[src/rtl/apb_cfg_regfile.sv]
// APB3 configuration register file: CTRL/STATUS plus NUM_CFG generic words, programmable wait states.
// Optional build macro CFG_SHADOW_EN stages cfg writes in shadow registers that load into cfg_out on start.
module apb_cfg_regfile #(
    parameter int DATA_WIDTH = 32,
    parameter int ADDR_WIDTH = 8,
    parameter int NUM_CFG = 12,
    parameter int WAIT_STATES = 0,
    parameter logic [NUM_CFG*DATA_WIDTH-1:0] CFG_RESET_VAL = '0
) (
    input  logic                          PCLK,
    input  logic                          PRESET,
    input  logic [ADDR_WIDTH-1:0]         PADDR,
    input  logic                          PSEL,
    input  logic                          PENABLE,
    input  logic                          PWRITE,
    input  logic [DATA_WIDTH-1:0]         PWDATA,
    output logic [DATA_WIDTH-1:0]         PRDATA,
    output logic                          PREADY,
    output logic                          PSLVERR,
    output logic                          start_tpu,
    output logic                          busy,
    output logic                          irq,
    output logic [NUM_CFG*DATA_WIDTH-1:0] cfg_out,
    input  logic                          done_tpu
);

    localparam int IDX_W = ADDR_WIDTH - 2;
    localparam int CNT_W = 4;

    // Bus handshake: a transfer starts with a setup cycle (PSEL=1, PENABLE=0); PREADY is
    // raised for exactly one access cycle, WAIT_STATES+1 cycles later, and a write is
    // committed at the end of that cycle only if PSEL, PENABLE and PWRITE are still high.
    typedef enum logic [1:0] {
        S_IDLE = 2'd0,
        S_WAIT = 2'd1,
        S_RESP = 2'd2
    } state_e;

    state_e state_q, state_d;
    logic [CNT_W-1:0] cnt_q, cnt_d;

    logic [DATA_WIDTH-1:0] prdata_q, prdata_d;
    logic pready_q, pready_d;
    logic pslverr_q, pslverr_d;

    logic start_q, start_d;
    logic busy_q, busy_d;
    logic done_q, done_d;
    logic irq_en_q, irq_en_d;
    logic irq_q, irq_d;

    logic [DATA_WIDTH-1:0] cfg_out_q [NUM_CFG];
    logic [DATA_WIDTH-1:0] cfg_out_d [NUM_CFG];
    logic [DATA_WIDTH-1:0] cfg_rd [NUM_CFG];
`ifdef CFG_SHADOW_EN
    logic [DATA_WIDTH-1:0] shadow_q [NUM_CFG];
    logic [DATA_WIDTH-1:0] shadow_d [NUM_CFG];
`endif

    logic [IDX_W-1:0] widx;
    logic addr_ok;
    logic enter_resp;
    logic commit;
    logic wr_ctrl;
    logic wr_status;
    logic wr_cfg;
    logic done_evt;
    logic [DATA_WIDTH-1:0] rd_data;

    assign widx    = PADDR[ADDR_WIDTH-1:2];
    assign addr_ok = (32'(widx) < 32'(NUM_CFG + 2));

    assign commit    = (state_q == S_RESP) && PSEL && PENABLE && PWRITE && addr_ok;
    assign wr_ctrl   = commit && (widx == IDX_W'(0));
    assign wr_status = commit && (widx == IDX_W'(1));
    assign wr_cfg    = commit && (32'(widx) >= 32'd2);
    assign done_evt  = done_tpu && busy_q;

`ifdef CFG_SHADOW_EN
    always_comb begin
        cfg_rd = shadow_q;
    end
`else
    always_comb begin
        cfg_rd = cfg_out_q;
    end
`endif

    // Read value of the currently addressed word; illegal addresses are zeroed later.
    always_comb begin
        rd_data = '0;
        if (widx == IDX_W'(0)) begin
            rd_data[1] = irq_en_q;
        end else if (widx == IDX_W'(1)) begin
            rd_data[0] = busy_q;
            rd_data[1] = done_q;
        end
        for (int k = 0; k < NUM_CFG; k++) begin
            if (widx == IDX_W'(k + 2)) begin
                rd_data = cfg_rd[k];
            end
        end
    end

    always_comb begin
        state_d    = state_q;
        cnt_d      = cnt_q;
        enter_resp = 1'b0;
        pready_d   = 1'b0;
        pslverr_d  = 1'b0;
        prdata_d   = '0;
        case (state_q)
            S_IDLE: begin
                if (PSEL && !PENABLE) begin
                    if (WAIT_STATES == 0) begin
                        enter_resp = 1'b1;
                    end else begin
                        state_d = S_WAIT;
                        cnt_d   = CNT_W'(WAIT_STATES - 1);
                    end
                end
            end
            S_WAIT: begin
                if (!PSEL) begin
                    state_d = S_IDLE;
                end else if (cnt_q == '0) begin
                    enter_resp = 1'b1;
                end else begin
                    cnt_d = cnt_q - 1'b1;
                end
            end
            S_RESP: begin
                state_d = S_IDLE;
            end
            default: begin
                state_d = S_IDLE;
            end
        endcase
        // Response fields are latched on the edge entering RESP so they are stable while PREADY=1.
        if (enter_resp) begin
            state_d   = S_RESP;
            pready_d  = 1'b1;
            pslverr_d = !addr_ok;
            prdata_d  = addr_ok ? rd_data : '0;
        end
    end

    always_comb begin
        start_d  = wr_ctrl && PWDATA[0] && !busy_q;
        irq_en_d = wr_ctrl ? PWDATA[1] : irq_en_q;
        busy_d   = busy_q;
        if (done_evt) begin
            busy_d = 1'b0;
        end
        if (start_d) begin
            busy_d = 1'b1;
        end
        // A completion arriving with a W1C clear must not be lost, so the set is applied last.
        done_d = done_q;
        if (wr_status && PWDATA[1]) begin
            done_d = 1'b0;
        end
        if (done_evt) begin
            done_d = 1'b1;
        end
        irq_d = done_q && irq_en_q;
    end

    always_comb begin
        cfg_out_d = cfg_out_q;
`ifdef CFG_SHADOW_EN
        shadow_d = shadow_q;
        for (int k = 0; k < NUM_CFG; k++) begin
            if (wr_cfg && (widx == IDX_W'(k + 2))) begin
                shadow_d[k] = PWDATA;
            end
        end
        // Load uses the pre-edge shadow image, so a same-edge cfg write waits for the next start.
        if (start_d) begin
            cfg_out_d = shadow_q;
        end
`else
        for (int k = 0; k < NUM_CFG; k++) begin
            if (wr_cfg && (widx == IDX_W'(k + 2))) begin
                cfg_out_d[k] = PWDATA;
            end
        end
`endif
    end

    always_ff @(posedge PCLK) begin
        if (PRESET) begin
            state_q   <= S_IDLE;
            cnt_q     <= '0;
            prdata_q  <= '0;
            pready_q  <= 1'b0;
            pslverr_q <= 1'b0;
            start_q   <= 1'b0;
            busy_q    <= 1'b0;
            done_q    <= 1'b0;
            irq_en_q  <= 1'b0;
            irq_q     <= 1'b0;
            for (int k = 0; k < NUM_CFG; k++) begin
                cfg_out_q[k] <= CFG_RESET_VAL[k*DATA_WIDTH +: DATA_WIDTH];
`ifdef CFG_SHADOW_EN
                shadow_q[k]  <= CFG_RESET_VAL[k*DATA_WIDTH +: DATA_WIDTH];
`endif
            end
        end else begin
            state_q   <= state_d;
            cnt_q     <= cnt_d;
            prdata_q  <= prdata_d;
            pready_q  <= pready_d;
            pslverr_q <= pslverr_d;
            start_q   <= start_d;
            busy_q    <= busy_d;
            done_q    <= done_d;
            irq_en_q  <= irq_en_d;
            irq_q     <= irq_d;
            cfg_out_q <= cfg_out_d;
`ifdef CFG_SHADOW_EN
            shadow_q  <= shadow_d;
`endif
        end
    end

    assign PRDATA    = prdata_q;
    assign PREADY    = pready_q;
    assign PSLVERR   = pslverr_q;
    assign start_tpu = start_q;
    assign busy      = busy_q;
    assign irq       = irq_q;

    for (genvar k = 0; k < NUM_CFG; k++) begin : g_cfg_flat
        assign cfg_out[k*DATA_WIDTH +: DATA_WIDTH] = cfg_out_q[k];
    end

endmodule

[config.mk]
export PLATFORM = sky130hd
export DESIGN_NAME = apb_cfg_regfile
export DESIGN_NICKNAME = d
export VERILOG_FILES = /design/src/rtl/apb_cfg_regfile.sv
export SDC_FILE = /design/constraint.sdc
export NUM_CORES = 1
export LEC_CHECK = 0
export BUFFER_PORTS_ARGS = -buffer_cell sky130_fd_sc_hd__buf_2
export CORE_MARGIN = 10
export CORE_UTILIZATION = 46
export CTS_BUF_LIST = sky130_fd_sc_hd__clkbuf_16
export DETAILED_ROUTE_END_ITERATION = 10
export PLACE_DENSITY = 0.71
export SLEW_MARGIN = 20
export SYNTH_ARGS = -nofsm -noshare
export SYNTH_HDL_FRONTEND = slang
export SYNTH_SLANG_ARGS = --single-unit
[constraint.sdc]
create_clock -name PCLK -period 4.56 [get_ports PCLK]
set_clock_uncertainty 0.2 [all_clocks]
set_input_delay 0.228 -clock PCLK [delete_from_list [all_inputs] [get_ports PCLK]]
set_output_delay 0.228 -clock PCLK [all_outputs]
set_load 0.01 [all_outputs]
==> results of run 1 <==
==> stage by stage <==
stage               instances  util [%]  total power [mW]  setup WS (ps)  hold slack, ps
finish                   3250      57.4              7.64            735            60.1
CTS                      3249      57.4              7.63            859            39.6
floorplan                2347         -              4.00           2450             107
global placement         3128      52.8              4.12           1150             248
global route             3250      57.4              7.81            604            80.8
detailed placement       3128      52.8              4.12           1140             250
==> timing repair <==
item | in CTS | in global routing
hold endpoints to repair | 391 | 0
hold buffers | 40 | 0
endpoints found under the setup margin | 0 | 0
==> path summary, 6_finish.rpt <==
path | startpoint | to | slack [ps] | cells past startpoint
max | PADDR[5] | cfg_out[303] | 730 | 8
min | PADDR[4] | PSLVERR | 60 | 3
max reg2reg | state_q[1] | cfg_out[303] | 1180 | 6
min reg2reg | done_q | irq | 260 | 2
==> registers in the layout, indices dropped and copies added (netlist names) <==
name,count
start_tpu,1
done_q,1
cfg_out,384
state_q,1
PSLVERR,1
irq_en_q,1
PRDATA,32
irq,1
PREADY,1
busy,1
==> tightest hold or removal path, stage by stage <==
cell and delay (ps):
buf_2 230, nand3_1 200, a21boi_0 130
==> cell type report <==
class                      count  area (um2)  share of cell area [%]
clock buffer                  47        1180                    5.28
clock inverter                34         206                   0.926
inverter                       1        3.75                  0.0168
multi-input combinational   1687        8750                    39.3
sequential                   424        8490                    38.1
tap                          518         648                    2.91
timing repair buffer         539        3010                    13.5
==> cell families (layout without fill, tap and decap cells) <==
kind of cell	Yosys count	count (layout)
muxes	66	66
and+or+nand+nor	934	934
AOI/OAI and AO/OA	686	686
xor gates and xnor gates	1	1
buffers and inverters	236	621
DFF	424	424
==> Yosys cell counts, types with 3 or more instances <==
library cell  number
o22ai_1           32
a221oi_1          17
a211oi_2          19
o21ai_0           59
o2bb2ai_1         20
a221o_1           23
a211oi_1          17
buf_2             49
o211ai_1           3
buf_6              3
mux2_2            30
a2bb2oi_1         11
a221oi_2           3
nor2b_1            4
and3_1             8
nor2_1            51
nand3_1           15
nand4_1            5
and2_1            13
dfxtp_1          424
buf_4              6
o32ai_1            4
nor3_1             9
or3_1              3
a22oi_1           14
a31oi_1            6
clkbuf_1         169
buf_1              8
o221a_2           20
a21oi_1          429
nand2_1          803
mux2i_1           36
nand2b_1           5
==> per-layer routing <==
metal  wire length, um  GRT usage (%)  share of wire (%)  up-vias
met4              5130           20.0                6.0        2
met5                10              0              0.012        -
met1             31400           41.0                 37     9364
li1                  -              -                  -     8698
met2             38000           52.4                 44     1339
met3             11200           10.9                 13      253
==> where the power goes <==
group / total [mW] / internal, mW / switching [mW]
sequential: 3.71 / 3.70 / 0.000976
combinational: 0.375 / 0.0959 / 0.279
clock: 3.56 / 1.97 / 1.59
==> run summary, run 1 <==
The flow ran to the end, and the final reports show no timing, DRC or antenna violations. Yosys printed 0 warnings. The run gives 38800 um2 as the area of the core region.

Cells with a size suffix above 1 make up 24.3% of the layout. The worst hold path belongs to the class in -> reg. The post-CTS clock slew at the launch and capture registers of the worst setup and hold paths was 60 ps; the CTS buffer count was 45. Of all nets on the critical path, the largest fanout is 32. In the synthesized netlist the dominant register cell turns out to be dfxtp_1.

STA puts the critical path data required time at 4900 ps. Number of buffer and inverter instances along the worst setup path: 3. Later-pin clock latency in the skew report: 600 ps. The multiplexer area fraction after synthesis works out to 3.85%. The xor and xnor area share after synthesis was 0.0483%. After synthesis, the largest area contributor takes up 46.8% of total cell area. The tools report the pin count of the biggest net entering global routing as 201. For this run, design rule violations remaining after detail routing come to 0. The critical path endpoint category is a register. The initial utilization of the core area, before any placement, comes to 46.7%. Summing the areas of all compound-gate instances in the mapped netlist gives 23.2% of the synthesized area. Setup violations remaining at the end of the flow were counted as 0. Setup repair after global routing left no endpoint under its margin.

Ranked by total cell area, the synthesized netlist is headed by dfxtp_1 47%, nand2_1 17%, a21oi_1 12%. Dividing the detail-routed via count by the number of cells gives 6.05. Pin placement for this block handled 467 I/O pins. The run gives 2687 as the number of DRC violations after detailed-routing iteration 0. The share of synthesized flip-flops with an asynchronous set or reset works out to 0%.

In this run the clock root is driven by a clkbuf_16. The post-synthesis register bit count works out to 424. 0 antenna diodes ended up in the layout.

When the netlist entered floorplanning its net count stood at 2393. The overall routed net length was 85800 um. After filler insertion, the fill cell instance count of the layout stands at 3579.

Critical path start-end classification: in -> reg. By area, the combinational part of the netlist is dominated by compound AO/OA/AOI/OAI gates. Cell row count: 72.

In this design, the critical path's most frequently occurring cell is dlygate4sd3_1. The final-layout setup total negative slack was 0 ps; the final cycle utilization of the critical path was 83.9%. Once detail routing completed, the nets flagged for antenna violations numbered 0.

The clock net sink count is 424. The tool flagged a number of max-cap violations equal to 0. TritonCTS built the clock tree.

Compared with the post-synthesis result, the final layout area differs by 22.8%. STA classifies the critical path startpoint as an input pin. The number of iterations in the first detailed-routing pass is 6. The logs give 18420 for the via count of the first global-routing pass and 0 for the final hold violation count.

The final route contains 19656 vias. The die is 219 um tall. Counting I/O delays and the setup requirement, the final critical path takes 3830 ps. The number of cells produced by synthesis was 2347; the overall track demand over capacity in global routing was 34.0%. The routed length per instance is 26.4 um.

The top achievable clock speed is 0.261 GHz, and the normalized max-slew margin is 22.9%. After Yosys synthesis, and, or, nand and nor cells account for 20.7% of the synthesized area. The H-tree depth reported by CTS was 2; the placed instance area was 20500 um2. The half-perimeter wire length after placement was 58600 um. Sequential elements use 46.8% of the synthesized area. The final number of max-transition violations is 0, and the area enclosed by the die boundary is 47800 um2. The tools report the global-route wire length before repair as 122000 um. The cell type with the highest aggregate area in the netlist was dfxtp_1. The number of enable flip-flop cells after synthesis is 0. The die is 219 um wide.

The cell type group with the largest total delay on the critical path is simple AND/OR/NAND/NOR gates. Traced cell by cell, the critical path runs through dlygate4sd3_1, buf_2, or4b_1, nor2_2, and2_2, nand2_1, a21oi_1, dlygate4sd3_1. For this design the static power due to leakage is 8.87 nW. The number of distinct library cells after synthesis was 54; the critical path's largest stage delay was 870 ps.

The average instance in the mapped netlist occupies 7.73 um2. The clock passes through at most 3 buffers. The synthesized netlist devotes 0% of its cell area to adder and majority cells. On the critical path, the stage with the largest delay is an instance of or4b_1. For the number of antenna violations at the first check in global routing, the log shows 1. The run gives 0 as the post-cts repair resize count. The tools report the number of buffers inserted by post-CTS setup repair as 0. The top cell types in the final layout, fill and taps aside, are 799 x nand2_1, 461 x buf_2, 429 x a21oi_1. Signal arrival time at the worst endpoint: 4170 ps. In this run the cell area of the synthesized design comes to 18100 um2. During placement, the flow inserted port buffers numbering 464. The tools report the final-stage net count as 2744. Leaving out fill and tap cells, the most frequent cell in the layout is nand2_1.

The overflow left after global routing was 0. For the pin with the worst max-slew slack, the measured transition is 1160 ps. Power spread over the standard cell area amounts to 343 nW/um2. VDD sags by at most 0.337 mV. For the post-route standard cell area excluding fillers, the log shows 22300 um2. The placer congestion estimate was 0.926.
No activity file was read; power rests on OpenSTA's default activity.
==> inputs of run 2 (changes only) <==
==> constraint.sdc (replaced) <==
create_clock -name PCLK -period 3.89 [get_ports PCLK]
set_clock_uncertainty 0.2 [all_clocks]
set_input_delay 0.1945 -clock PCLK [delete_from_list [all_inputs] [get_ports PCLK]]
set_output_delay 0.1945 -clock PCLK [all_outputs]
set_load 0.01 [all_outputs]
==> run summary, run 2 (synthesized netlist as in run 1, its figures left out) <==
The run finished with clean final reports. The worst setup path is launched from an input pin. The tools report the fraction of met1 tracks used by global routing as 42.1% (+1.2 points). The logs give 58.1% (+0.67 points) for the core occupancy in the finished layout and 0 (unchanged) for the number of buffers inserted by post-CTS setup repair. The critical path endpoint category was a register.

The library cells used most frequently in the layout, excluding fill and tap cells, are 799 x nand2_1, 461 x buf_2, 429 x a21oi_1. The multi-input combinational cell area was 8750 um2 (unchanged). Power per cell area: 406 nW/um2 (+18%). The tools report the leakage power figure as 9.01 nW (+1.6%). The switching fraction of total power works out to 23.9% (-0.53 points). The horizontal die dimension works out to 219 um (unchanged). The tools report the fill cell total of the finished layout as 3610 (+0.87%). The via total after detailed routing was 19692 (+0.18%); the final-layout setup total negative slack was 0 ps (unchanged). The H-tree depth reported by CTS is 2 (unchanged).

For the area enclosed by the die boundary, the log shows 47800 um2 (unchanged). The met3 demand-to-capacity share in global routing is 9.93% (-0.97 points), and the pin count of the biggest net entering global routing is 214 (+6.5%). The critical path is of the in -> reg type.

The most used routing layer was met2. The run gives 6.97 mW (+21%) as the internal power contribution. For the hold buffer count at CTS, the log shows 40 (unchanged). The tools report the library cell used as clock root buffer as clkbuf_16.

Signal arrival time at the worst endpoint: 3530 ps (-640 ps). Setup repair after global routing left no endpoint under its margin. The post-CTS clock slew at the launch and capture registers of the worst setup and hold paths works out to 60 ps (about the same). The post-layout minimum cycle time is 3240 ps, and the top achievable clock speed is 0.309 GHz. The tools report the via count of the first global-routing pass as 18473 (+0.29%). The later-pin clock latency in the skew report is 590 ps (about the same), and the remaining routing DRC violations is 0 (unchanged). The maximum count of clock buffers along a single path is 3 (unchanged).

The run gives 34.4% (+0.35 points) as the overall track demand over capacity in global routing. The tightest min-delay check is of the in -> reg type. The effective utilization at floorplan was 46.7% (unchanged); the area taken by flip-flops and latches was 8490 um2 (unchanged).

The layout overhead on the synthesized area is 24.3%, and the number of max-capacitance violations reported is 0 (unchanged). Final hold violation count: 0 (unchanged). The post-cts repair resize count is 0 (unchanged), and the required time reported for the critical path endpoint is 4190 ps (-710 ps). The largest fanout on the critical path is 32 (unchanged). The remaining antenna violation count after routing was 0 (unchanged). The power after layout was 9.16 mW (+20%); the met2 layer usage reported by global route was 54.5% (+2.1 points).

Final-stage net count: 2764 (+0.73%). The die height is 219 um (unchanged), and the flip-flop count of the largest register after layout is 384 (unchanged). For the CTS buffer count, the log shows 46 (+2.2%). The routed length per instance is 26.5 um (+0.23%). The logs give 0 (unchanged) for the final count of negative-setup-slack endpoints and 72 (unchanged) for the cell row count. Worst-case vdd ir drop: 0.334 mV (-1.1%). The clock net sink count was 424 (unchanged); the global-route wire length before repair was 124000 um (+1.3%).

The area of the core region is 38800 um2 (unchanged). The tools report the overall routed net length as 86600 um (+0.91%). The half-perimeter wire length after placement was 59400 um (+1.4%); the number of antenna violations at the first check in global routing was 2 (+1). The logs give 0.989 (+6.8%) for the placer congestion estimate and 2.19 mW (+17%) for the switching component of the power. Leaving out fill and tap cells, the most frequent cell in the layout is nand2_1. Count of buffers inserted at the top-level ports: 464 (unchanged). The sequential cell fraction of total power is 47.4% (-1.1 points).

The normalized max-slew margin is 21.0% (-2.0 points), and the clock share of power is 47.6% (+1.0 points). The tools report the number of iterations in the first detailed-routing pass as 6 (unchanged). The final cycle utilization of the critical path was 83.2%. The final setup slack of the worst path is 652 ps (-82.3 ps), and the mean number of vias per cell is 6.02 (-0.49%). The fraction of layout instances using a drive strength above 1 is 24.9% (+0.51 points).

The overflow left after global routing is 0 (unchanged). The number of DRC violations after detailed-routing iteration 0 is 2523 (-6.1%). TritonCTS built the clock tree. Slew at the pin closest to its max-slew limit: 1190 ps (+29.3 ps). The power share of the combinational group came out at 4.9% (about the same).

For the I/O pin count, the log shows 467 (unchanged). The final number of max-transition violations is 0 (unchanged). The run gives 766 ps (-371 ps) as the post-placement worst setup slack.
[run 2: layout make-up]
class	instances	share of cell area, %
multi-input cells	1687	38.8
flip-flops and latches	424	37.6
repair buffers	558	14.2
clock buffers	47	5.22
well taps	518	2.87
clock inverters	35	1.24
diodes	2	0.0222
inverters	1	0.0166
[run 2: path summary, 6_finish.rpt]
path,start,to,slack [ps],cells after the start
max reg2reg,state_q[1],cfg_out[15],900,5
min reg2reg,cfg_out[224],cfg_out[224],260,2
max,PADDR[4],cfg_out[15],650,8
min,PADDR[3],PSLVERR,70,3
[run 2: routing by layer]
metal	routed length [um]	part of all wire [%]	vias to the layer above
li1	-	-	8751
met1	31900	37	9401
met3	11000	13	212
met2	39500	46	1324
met4	4090	4.7	4
met5	17	0.020	-
[run 2: stage by stage]
step	hold WS [ps]	area, um2	instances
6_report	68.3	22500	3272
5_1_grt	96.6	22500	3270
4_1_cts	32.1	22500	3270
3_5_place_dp	256	20700	3148
3_3_place_gp	247	20700	3148
2_1_floorplan	73.8	18100	2347
[run 2: critical path, cell delays in order]
cell and delay [ps]:
dlygate4sd3_1 580, buf_2 270, or4_4 640, nor2_4 300, buf_4 350, and2_2 830
nand2_1 160, a21oi_1 170
[run 2: power groups by stage]
stage	combinational (mW)	clock (mW)	sequential, mW
floorplan	0.243	0	4.44
global placement	0.399	0	4.44
detailed placement	0.403	0	4.44
CTS	0.434	4.37	4.34
global route	0.463	4.57	4.34
finish	0.450	4.36	4.34
==> inputs of run 3 (changes only) <==
==> constraint.sdc (replaced) <==
create_clock -name PCLK -period 3.1 [get_ports PCLK]
set_clock_uncertainty 0.2 [all_clocks]
set_input_delay 0.155 -clock PCLK [delete_from_list [all_inputs] [get_ports PCLK]]
set_output_delay 0.155 -clock PCLK [all_outputs]
set_load 0.01 [all_outputs]
==> run summary, run 3 (synthesized netlist as in run 1, its figures left out) <==
The flow ran to the end, and the final reports show no timing, DRC or antenna violations. The run gives 19853 (+0.82%) as the via total after detailed routing. The horizontal die dimension was 219 um (unchanged).

Most common cell after layout, fill and taps aside: nand2_1. The logs give 0 (unchanged) for the final number of max-transition violations and 0 (unchanged) for the overflow left after global routing. The switching component of the power is 2.73 mW (+24%), and the mean number of vias per cell is 6.03 (+0.17%). The switching fraction of total power is 24.1% (+0.19 points). The CTS buffer count is 46 (unchanged), and the leakage power figure is 9.11 nW (+1.2%). In the layout the commonest cells are 799 x nand2_1, 461 x buf_2, 429 x a21oi_1. The number of buffer and inverter instances along the worst setup path is 2 (-1), and the overall routed net length is 87200 um (+0.79%).

The run gives 46.7% (-0.9 points) as the clock share of power. The fraction of layout instances using a drive strength above 1 is 25.4% (+0.53 points). The tools report the area of the core region as 38800 um2 (unchanged). The required time reported for the critical path endpoint came out at 3420 ps (-770 ps). The cell row count came out at 72 (unchanged). Slew at the pin closest to its max-slew limit: 1200 ps (+14.9 ps). The largest fanout on the critical path is 24 (-25%), and the final setup slack of the worst path is 175 ps (-478 ps).

The tools report the number of max-capacitance violations reported as 0 (unchanged). The routed length per instance came out at 26.5 um (+0.15%). Flip-flop count of the largest register after layout: 384 (unchanged). The placer congestion estimate came out at 0.986 (-0.26%).

The internal power contribution is 8.58 mW (+23%), and the I/O pin count is 467 (unchanged). The post-layout minimum cycle time is 2930 ps, and the half-perimeter wire length after placement is 61000 um (+2.8%). The post-CTS clock slew at the launch and capture registers of the worst setup and hold paths was 60 ps (about the same); the sequential cell fraction of total power was 48.2% (+0.8 points).

Die height: 219 um (unchanged). From synthesis to final layout, the design area changed by 25.8%. Final-layout setup total negative slack: 0 ps (unchanged).

The highest-delay cell along the critical path is and4bb_4. The later-pin clock latency in the skew report was 590 ps (about the same); the final cycle utilization of the critical path was 94.4%. The tools report the library cell used as clock root buffer as clkbuf_16. The remaining antenna violation count after routing is 0 (unchanged), and the critical path's largest stage delay is 660 ps (-170 ps). The overall track demand over capacity in global routing was 34.7% (+0.32 points). For the remaining routing DRC violations, the log shows 0 (unchanged). Power share of the combinational group: 5.1% (+0.2 points). The final count of negative-setup-slack endpoints is 0 (unchanged).

The signal arrival time at the worst endpoint is 3250 ps (-280 ps), and the maximum count of clock buffers along a single path is 3 (unchanged). The tightest min-delay check is of the in -> reg type. The pin count of the biggest net entering global routing is 217 (+1.4%).

The number of antenna violations at the first check in global routing was 1 (-1). The signal on the critical path passes through nand4_1, and4bb_4, and3_4, buf_12, nand2_1, a21oi_1, dlygate4sd3_1. The clock net sink count was 424 (unchanged). The run gives 0 (unchanged) as the number of buffers inserted by post-CTS setup repair. Setup repair after global routing left no endpoint under its margin. The power per cell area came out at 495 nW/um2 (+22%). The tools report the power after layout as 11.3 mW (+24%). The worst-case vdd ir drop came out at 0.458 mV (+37%).

The global-route wire length before repair is 125000 um (+0.93%), and the number of DRC violations after detailed-routing iteration 0 is 2392 (-5.2%). TritonCTS built the clock tree. The H-tree depth reported by CTS was 2 (unchanged). The top achievable clock speed was 0.342 GHz; the normalized max-slew margin was 20.0% (-0.99 points). The via count of the first global-routing pass was 18685 (+1.1%); the core occupancy in the finished layout was 58.8% (+0.74 points). The count of buffers inserted at the top-level ports is 464 (unchanged), and the number of iterations in the first detailed-routing pass is 9 (+3). The final-stage net count was 2786 (+0.80%). The final hold violation count is 0 (unchanged).

Cell type group with the largest total delay on the critical path: simple AND/OR/NAND/NOR gates. The critical path is of the reg -> reg type. STA classifies the critical path endpoint as a register.

Fill cell total of the finished layout: 3570 (-1.1%). Area enclosed by the die boundary: 47800 um2 (unchanged). The worst setup path is launched from a register. Effective utilization at floorplan: 46.7% (unchanged). The run gives 352 ps (-415 ps) as the post-placement worst setup slack.
==> run 3: through the flow <==
stage	hold slack, ps	area (um2)	cells
global placement	178	21000	3167
floorplan	34.3	18100	2347
finish	91.0	22800	3293
detailed placement	182	21000	3167
CTS	61.6	22800	3291
global route	99.1	22800	3291
==> run 3: per-layer routing <==
metal / up-vias / global-route usage, % / wire length, um / share of wire (%)
li1: 8786 / - / - / -
met1: 9410 / 41.7 / 31600 / 36
met2: 1382 / 54.3 / 39000 / 45
met3: 273 / 11.0 / 11400 / 13
met4: 2 / 19.0 / 5220 / 6.0
met5: - / 0 / 13 / 0.015
==> run 3: area by class of cell <==
type | count | area [um2] | share of cell area (%)
multi-input combinational | 1687 | 8770 | 38.4
sequential | 424 | 8490 | 37.2
timing repair buffer | 580 | 3520 | 15.4
clock buffer | 47 | 1180 | 5.15
tap | 518 | 648 | 2.84
clock inverter | 34 | 229 | 1.00
antenna | 2 | 5.00 | 0.0219
inverter | 1 | 3.75 | 0.0164
==> run 3: path summary, 6_finish.rpt <==
check / start / endpoint / slack, ps / cells after the start
setup / recovery: state_q[1] / cfg_out[231] / 170 / 7
hold / removal: PADDR[7] / PRDATA[9] / 90 / 4
setup reg to reg: state_q[1] / cfg_out[231] / 170 / 7
hold reg to reg: done_q / irq / 260 / 2
==> run 3: power groups by stage <==
stage | clock, mW | sequential (mW) | combinational, mW
2_1_floorplan | 0 | 5.57 | 0.305
3_3_place_gp | 0 | 5.57 | 0.505
3_5_place_dp | 0 | 5.57 | 0.510
4_1_cts | 5.29 | 5.45 | 0.552
5_1_grt | 5.52 | 5.45 | 0.587
6_report | 5.29 | 5.45 | 0.571
==> run 3: worst min-delay path: cells and delay by family <==
kind            cells  cell delay [ps]
simple gates        1              150
buf+inv             1              260
compound gates      2              230
==> run 3: timing repair <==
item,4_1_cts,5_1_grt
hold buffers,43,0
gates resized for setup,0,3
setup endpoints to repair,0,1
hold endpoints to repair,391,0
